==> config.mk <==
export PLATFORM = sky130hd
export DESIGN_NAME = qr_dispatch_ctrl
export DESIGN_NICKNAME = d
export VERILOG_FILES = /design/src/rtl/qr_dispatch_ctrl.sv
export SDC_FILE = /design/constraint.sdc
export NUM_CORES = 1
export LEC_CHECK = 0
export ABC_AREA = 0
export BUFFER_PORTS_ARGS = -buffer_cell sky130_fd_sc_hd__buf_4
export CAP_MARGIN = 0
export CORE_AREA = 2 2 604 606
export CTS_CLUSTER_SIZE = 12
export DETAILED_ROUTE_END_ITERATION = 10
export DIE_AREA = 0 0 606 608
export PLACE_DENSITY = 0.41
export SYNTH_ARGS = -nofsm -noshare
export SYNTH_HDL_FRONTEND = slang
export SYNTH_SLANG_ARGS = --single-unit
export TNS_END_PERCENT = 10
==> constraint.sdc <==
create_clock -name i_clk -period 63.2 [get_ports i_clk]
set_clock_uncertainty 0.1 [all_clocks]
set_input_delay 6.32 -clock i_clk [delete_from_list [all_inputs] [get_ports i_clk]]
set_output_delay 6.32 -clock i_clk [all_outputs]
set_load 0.1 [all_outputs]
==> src/rtl/qr_dispatch_ctrl.sv <==
// Round-robin frame dispatcher into NUM_CORES QR cores with an in-order result collector.
// Load strobes are combinational; results emerge 2 cycles after an in-order done; no backpressure, late duplicates flag o_ovf.
module qr_dispatch_ctrl #(
  parameter int NUM_CORES       = 2,
  parameter int WORDS_PER_FRAME = 20,
  parameter int FRAMES_PER_GRP  = 10,
  parameter int DATA_W          = 48,
  parameter int YHAT_W          = 160,
  parameter int R_W             = 320,
  localparam int WIDX_W = (WORDS_PER_FRAME > 1) ? $clog2(WORDS_PER_FRAME) : 1
) (
  input  logic                        i_clk,
  input  logic                        i_rst_n,
  input  logic                        i_trig,
  input  logic [DATA_W-1:0]           i_data,
  output logic [NUM_CORES-1:0]        o_core_trig,
  output logic [DATA_W-1:0]           o_core_data,
  output logic [WIDX_W-1:0]           o_word_idx,
  input  logic [NUM_CORES-1:0]        i_core_done,
  input  logic [NUM_CORES*YHAT_W-1:0] i_core_y_hat,
  input  logic [NUM_CORES*R_W-1:0]    i_core_r,
  output logic                        o_rd_vld,
  output logic                        o_last_data,
  output logic [YHAT_W-1:0]           o_y_hat,
  output logic [R_W-1:0]              o_r,
  output logic                        o_ovf
);

  localparam int PTR_W  = (NUM_CORES > 1) ? $clog2(NUM_CORES) : 1;
  localparam int FCNT_W = (FRAMES_PER_GRP > 1) ? $clog2(FRAMES_PER_GRP) : 1;
  localparam logic [WIDX_W-1:0] WCNT_MAX = WIDX_W'(WORDS_PER_FRAME - 1);
  localparam logic [PTR_W-1:0]  PTR_MAX  = PTR_W'(NUM_CORES - 1);
  localparam logic [FCNT_W-1:0] FCNT_MAX = FCNT_W'(FRAMES_PER_GRP - 1);

  logic [WIDX_W-1:0]    wcnt;
  logic [PTR_W-1:0]     lptr;
  logic [PTR_W-1:0]     optr;
  logic [FCNT_W-1:0]    fcnt;
  logic [NUM_CORES-1:0] slot_vld;
  logic [YHAT_W-1:0]    slot_y [NUM_CORES];
  logic [R_W-1:0]       slot_r [NUM_CORES];
  logic                 emit;
  logic [NUM_CORES-1:0] emit_sel;
  logic [NUM_CORES-1:0] cap;
  logic [NUM_CORES-1:0] ovf_hit;

  assign o_core_data = i_data;
  assign o_word_idx  = wcnt;
  assign emit        = slot_vld[optr];

  // A slot being emitted this cycle may be refilled in the same cycle without overflow.
  always_comb begin
    o_core_trig = '0;
    emit_sel    = '0;
    cap         = '0;
    ovf_hit     = '0;
    for (int k = 0; k < NUM_CORES; k++) begin
      o_core_trig[k] = i_trig & (lptr == PTR_W'(k)) & i_rst_n;
      emit_sel[k]    = emit & (optr == PTR_W'(k));
      cap[k]         = i_core_done[k] & (~slot_vld[k] | emit_sel[k]);
      ovf_hit[k]     = i_core_done[k] & slot_vld[k] & ~emit_sel[k];
    end
  end

  always_ff @(posedge i_clk) begin
    if (!i_rst_n) begin
      wcnt <= '0;
      lptr <= '0;
    end else if (i_trig) begin
      if (wcnt == WCNT_MAX) begin
        wcnt <= '0;
        lptr <= (lptr == PTR_MAX) ? '0 : lptr + 1'b1;
      end else begin
        wcnt <= wcnt + 1'b1;
      end
    end
  end

  always_ff @(posedge i_clk) begin
    if (!i_rst_n) begin
      slot_vld <= '0;
    end else begin
      for (int k = 0; k < NUM_CORES; k++) begin
        if (cap[k])
          slot_vld[k] <= 1'b1;
        else if (emit_sel[k])
          slot_vld[k] <= 1'b0;
      end
    end
  end

  always_ff @(posedge i_clk) begin
    for (int k = 0; k < NUM_CORES; k++) begin
      if (cap[k]) begin
        slot_y[k] <= i_core_y_hat[k*YHAT_W +: YHAT_W];
        slot_r[k] <= i_core_r[k*R_W +: R_W];
      end
    end
  end

  always_ff @(posedge i_clk) begin
    if (!i_rst_n) begin
      optr        <= '0;
      fcnt        <= '0;
      o_rd_vld    <= 1'b0;
      o_last_data <= 1'b0;
      o_y_hat     <= '0;
      o_r         <= '0;
      o_ovf       <= 1'b0;
    end else begin
      o_rd_vld    <= emit;
      o_last_data <= emit && (fcnt == FCNT_MAX);
      if (emit) begin
        o_y_hat <= slot_y[optr];
        o_r     <= slot_r[optr];
        optr    <= (optr == PTR_MAX) ? '0 : optr + 1'b1;
        fcnt    <= (fcnt == FCNT_MAX) ? '0 : fcnt + 1'b1;
      end
      if (|ovf_hit)
        o_ovf <= 1'b1;
    end
  end

endmodule
# Word-level counts from Yosys, hierarchy flattened
# Memory sizes are Yosys's and may differ from the RTL's. A register that Yosys moved wholly into a read port is not among the register bits.
# Cells that the tools add are included.
# totals
output_inout_bits	538
mem_bits_rw	960
in_bits	1013
regBits	16
wordCells	59
mem_count	2
# mem_list
memory	depth	width	rd	rd_clocked_by_memory_dff	wr	line_no	text
slot_r	2	320	1	1	2	41	logic [R_W-1:0] slot_r [NUM_CORES];
slot_y	2	160	1	1	2	40	logic [YHAT_W-1:0] slot_y [NUM_CORES];
# classes
muxes	14
order_cmp	1
n_reduce_logical	7
eq_ne	2
addsub	4
n_bitwise	20
# op_table
op	count
$and A1 B1 Y1	12
$mux W1	12
$not A1 Y1	6
$add A5 B1 Y5 const B	1
$eq A5 B5 Y1 const B	1
$mux W5	1
$add A4 B1 Y4 const B	1
$eq A4 B4 Y1 const B	1
$mux W4	1
$reduce_bool A2 Y1	2
$add A1 B1 Y1 const B	2
$logic_not A1 Y1	2
$lt A1 B2 Y1 const B	1
$or A1 B1 Y1	2
$reduce_and A2 Y1	1
$reduce_or A2 Y1	1
$logic_and A1 B1 Y1	1

# Logic depth before layout (Yosys ltp)
# logic_depth
word_depth	7
ltp_mapped	7
ltp_nobuf	4

# Worst setup path after synthesis
# Ideal clock, no wire load.
# synth_timing
kind	input -> register
startpoint	in i_core_done[0]
endpoint	mem slot_r[0][0] (enable)
path_slack_ps	20262
cell_stages	1
setup_time_ps	2065
n_path_buf	0
t_arrival_ps	40773
required_ps	61035
cell_sequence	a21boi_0
# synth_lines
item	line_no	text
start, declared	19	input logic [NUM_CORES-1:0] i_core_done,
end, declared	41	

# Worst setup path after layout
# layout_timing
startpoint	in i_rst_n
endpoint	out o_core_trig[0]
# layout_via
elab_chain_cells	1
# layout_lines
item	line_no	text
start, declared	13	input logic i_rst_n,
$and A1 B1 Y1	58	o_core_trig[k] = i_trig & (lptr == PTR_W'(k)) & i_rst_n;
end, declared	16	output logic [NUM_CORES-1:0] o_core_trig,
# Every way passes these cells.

==> summary.txt <==
Power and ir drop
  • LEAKAGE: approximately 27 nW
  • Peak VDD IR: between 0.000015 and 0.00002 V
  • PwrDens: roughly 37 nW/um^2

Yosys
  • Yosys top cell area share: ~57%
  • Synth Instances: roughly 3200
  • Syn nets: about 4200
  • #FFs+latches synth: 1456
  • Main synth FF type: edfxtp_1
  • Post-synthesis sequential area ratio: around three quarters
  • Synthesized area: 50870 sq um
  • Async set-reset flop share out of synthesis: 0%
  • Area leader, netlist: edfxtp_1
  • Synth warnings: 0
  • Post-synth EDFFs: between 900 and 1000
  • Synth top area cells: edfxtp_1 (57%), dfxtp_1 (20%), mux2i_1 (9.5%)
  • Yosys cell types: 37
  • Syn avg cell area: around 16 sq um

Setup path
  • Crit Path Class: in -> out
  • Worst Path Required: about 57000 ps
  • WP data arrival: around 7000 ps
  • FF-to-FF Start: optr$_SDFFE_PN0P_
  • Register-to-register setup slack: 57240 ps
  • Worst R2R Path Depth: 8
  • Worst Setup End Kind: output pin
  • R2R Path End: o_y_hat[51]$_SDFFE_PN0P_
  • Critical path startpoint category: input port
  • Worst-path fanout max: 9

Global route
  • Initial antenna violation count: 32
  • Vias in the first global route: approximately 33000
  • Grt ovf: 0
  • Total GRT Usage: 13.34%
  • First-pass GRT wire length: 328000 um
  • Largest net degree at the start of global routing: roughly 140

Floorplanning
  • Die Y: 608 um
  • Row count: approximately 220
  • Die ar.: about 370000 sq um
  • Initial core utilization: roughly 14%
  • Core area: 361700 sq um
  • Die width: just over 600 um
  • Boundary Pins: around 1600

CTS
  • # hold bufs at CTS: 0
  • Worst-case clock buffer depth: 4
  • CTS Buf Count: between 150 and 200
  • Clk_lat worst skew: between 800 and 900 ps
  • Postcts setup bufs: 0
  • Clock slew at reported path FFs: 60 ps
  • CTS tree: done
  • CTS Sinks: around 1500
  • CTS root buffer: clkbuf_16
  • H-tree depth: 4
  • Cts repair resizes: 0

Hold path
  • Hold Crit Class: reg -> reg
  • Worst Hold Depth: 2
  • Hold wc startpoint: o_ovf$_SDFFE_PN0P_
  • Hold EP: o_ovf$_SDFFE_PN0P_

STA
  • Tcrit/Tclk final: approximately a fifth
  • Relative slew slack: about 17%
  • Fin Hold WS: 369.6 ps
  • Tightest Pin Transition: 1205 ps
  • Minimum clock period: 13440 ps
  • RSZ-0062 raised after global routing: no
  • Final Max Slew Viols: 0
  • Final setup violation count: 0
  • Fmax: between 0.07 and 0.08 GHz
  • Setup_tns: 0 ps
  • Final hold vios: 0

Cells and area
  • Most common cell after layout, fill and taps aside: buf_4
  • Layout cells sized above 1: between 30% and 40%
  • Area delta synth->final: 43.19%
  • Final nets: about 5700
  • Most frequent cells in the layout: buf_4 (1497), edfxtp_1 (960), dfxtp_1 (495)

Placement
  • # port buffers: 1454
  • Gpl congestion: roughly 0.89
  • Detailed placement HPWL: between 200000 and 250000 um

Run
  • Max_cap viols: 0

Outcome
  • Status: finished clean

Drt
  • Post-Route WL: 257900 um
  • Final ANT Viol Nets: 0
  • Initial DRC count: ~2200
  • DRC: 0
  • Routed len/inst: ~27 um
  • Via density per instance: 3.449
  • DRT Pass-1 Iters: 5
  • DR vias: approximately 33000
[flip-flops by register name (all words and copies together), names as in the netlist, 2 cells and up]
name        cells
slot_vld        2
slot_r        640
o_word_idx      5
slot_y        320
fcnt            4
o_y_hat       160
o_r           320
[Yosys cell counts, types with 2 or more instances]
cell type and number:
edfxtp_1 960, dfxtp_1 496, nor2_1 490, mux2i_1 483, a211oi_1 440, buf_2 117
clkbuf_1 92, buf_4 51, a211oi_2 40, a21oi_1 5, buf_1 5, inv_1 5
nand2_1 4, nand2b_1 4, nor2b_1 3, o21a_1 2, o31ai_1 2, xor2_1 2
[power breakdown]
group / total, W / internal, W / switching (W)
logic: 0.000495 / 0.000117 / 0.000378
clock network: 0.00105 / 0.000612 / 0.000437
registers: 0.00113 / 0.00109 / 0.0000352
total: 0.00267 / 0.00182 / 0.000850
[per-layer routing]
layer | GRT usage, % | vias to the layer above | wire length, um
li1 | - | 15040 | -
met1 | 15.24 | 16640 | 99900
met2 | 23.65 | 1064 | 130800
met5 | 0 | - | 27
met4 | 5.976 | 4 | 12260
met3 | 2.901 | 351 | 14850
[worst max path at each step]
| stage | startpoint | to | slack, ps | depth (start not counted) |
|---|---|---|---|---|
| after floorplan | i_core_done[0] | slot_r[0][0]$_DFFE_PP_ | 20260 | 1 |
| after global placement | i_rst_n | o_core_trig[0] | 49730 | 4 |
| after detailed placement | i_rst_n | o_core_trig[0] | 49760 | 4 |
| after CTS | i_rst_n | o_core_trig[0] | 49760 | 4 |
| after global routing | i_rst_n | o_core_trig[0] | 49740 | 4 |
| final | i_rst_n | o_core_trig[0] | 49760 | 4 |
[per-stage QoR]
step / worst slack, ps / utilization, % / total power (W) / std cells / cell area (sq um)
5_1_grt: 49740 / 20.14 / 0.002768 / 9589 / 72830
3_3_place_gp: 49730 / 18.49 / 0.001650 / 9249 / 66880
4_1_cts: 49760 / 20.13 / 0.002720 / 9584 / 72820
6_report: 49760 / 20.14 / 0.002671 / 9594 / 72850
2_1_floorplan: 20260 / - / 0.001503 / 3220 / 50870
3_5_place_dp: 49760 / 18.49 / 0.001652 / 9249 / 66880
[worst max-delay path, cell delays in order]
cell and delay (ps):
buf_4 200, nand2_1 90, nor2_1 90, buf_4 300
[cell type report]
class | count | area [sq um]
Clock buffer | 246 | 5059
Multi-Input combinational cell | 1494 | 10790
Clock inverter | 89 | 884.6
Inverter | 5 | 26.28
Fill cell | 39110 | 288800
Timing Repair Buffer | 1500 | 11300
Antenna cell | 10 | 25.02
Tap cell | 4794 | 5998
Sequential cell | 1456 | 38760
[cell families (layout without fill, tap and decap cells)]
logic type                 count (synthesis)  in the layout  synth area share, %
xor gates and xnor gates                   3              3              0.05166
and+or+nand+nor                          511            511                3.874
DFF                                     1456           1456                76.18
muxes                                    484            484                9.533
other                                      0             10                    0
adders and majority gates                  1              1              0.02459
buffers and inverters                    270           1840                2.656
AOI/OAI and AO/OA                        495            495                7.676
Note: power is estimated with default switching activity, not from simulation.
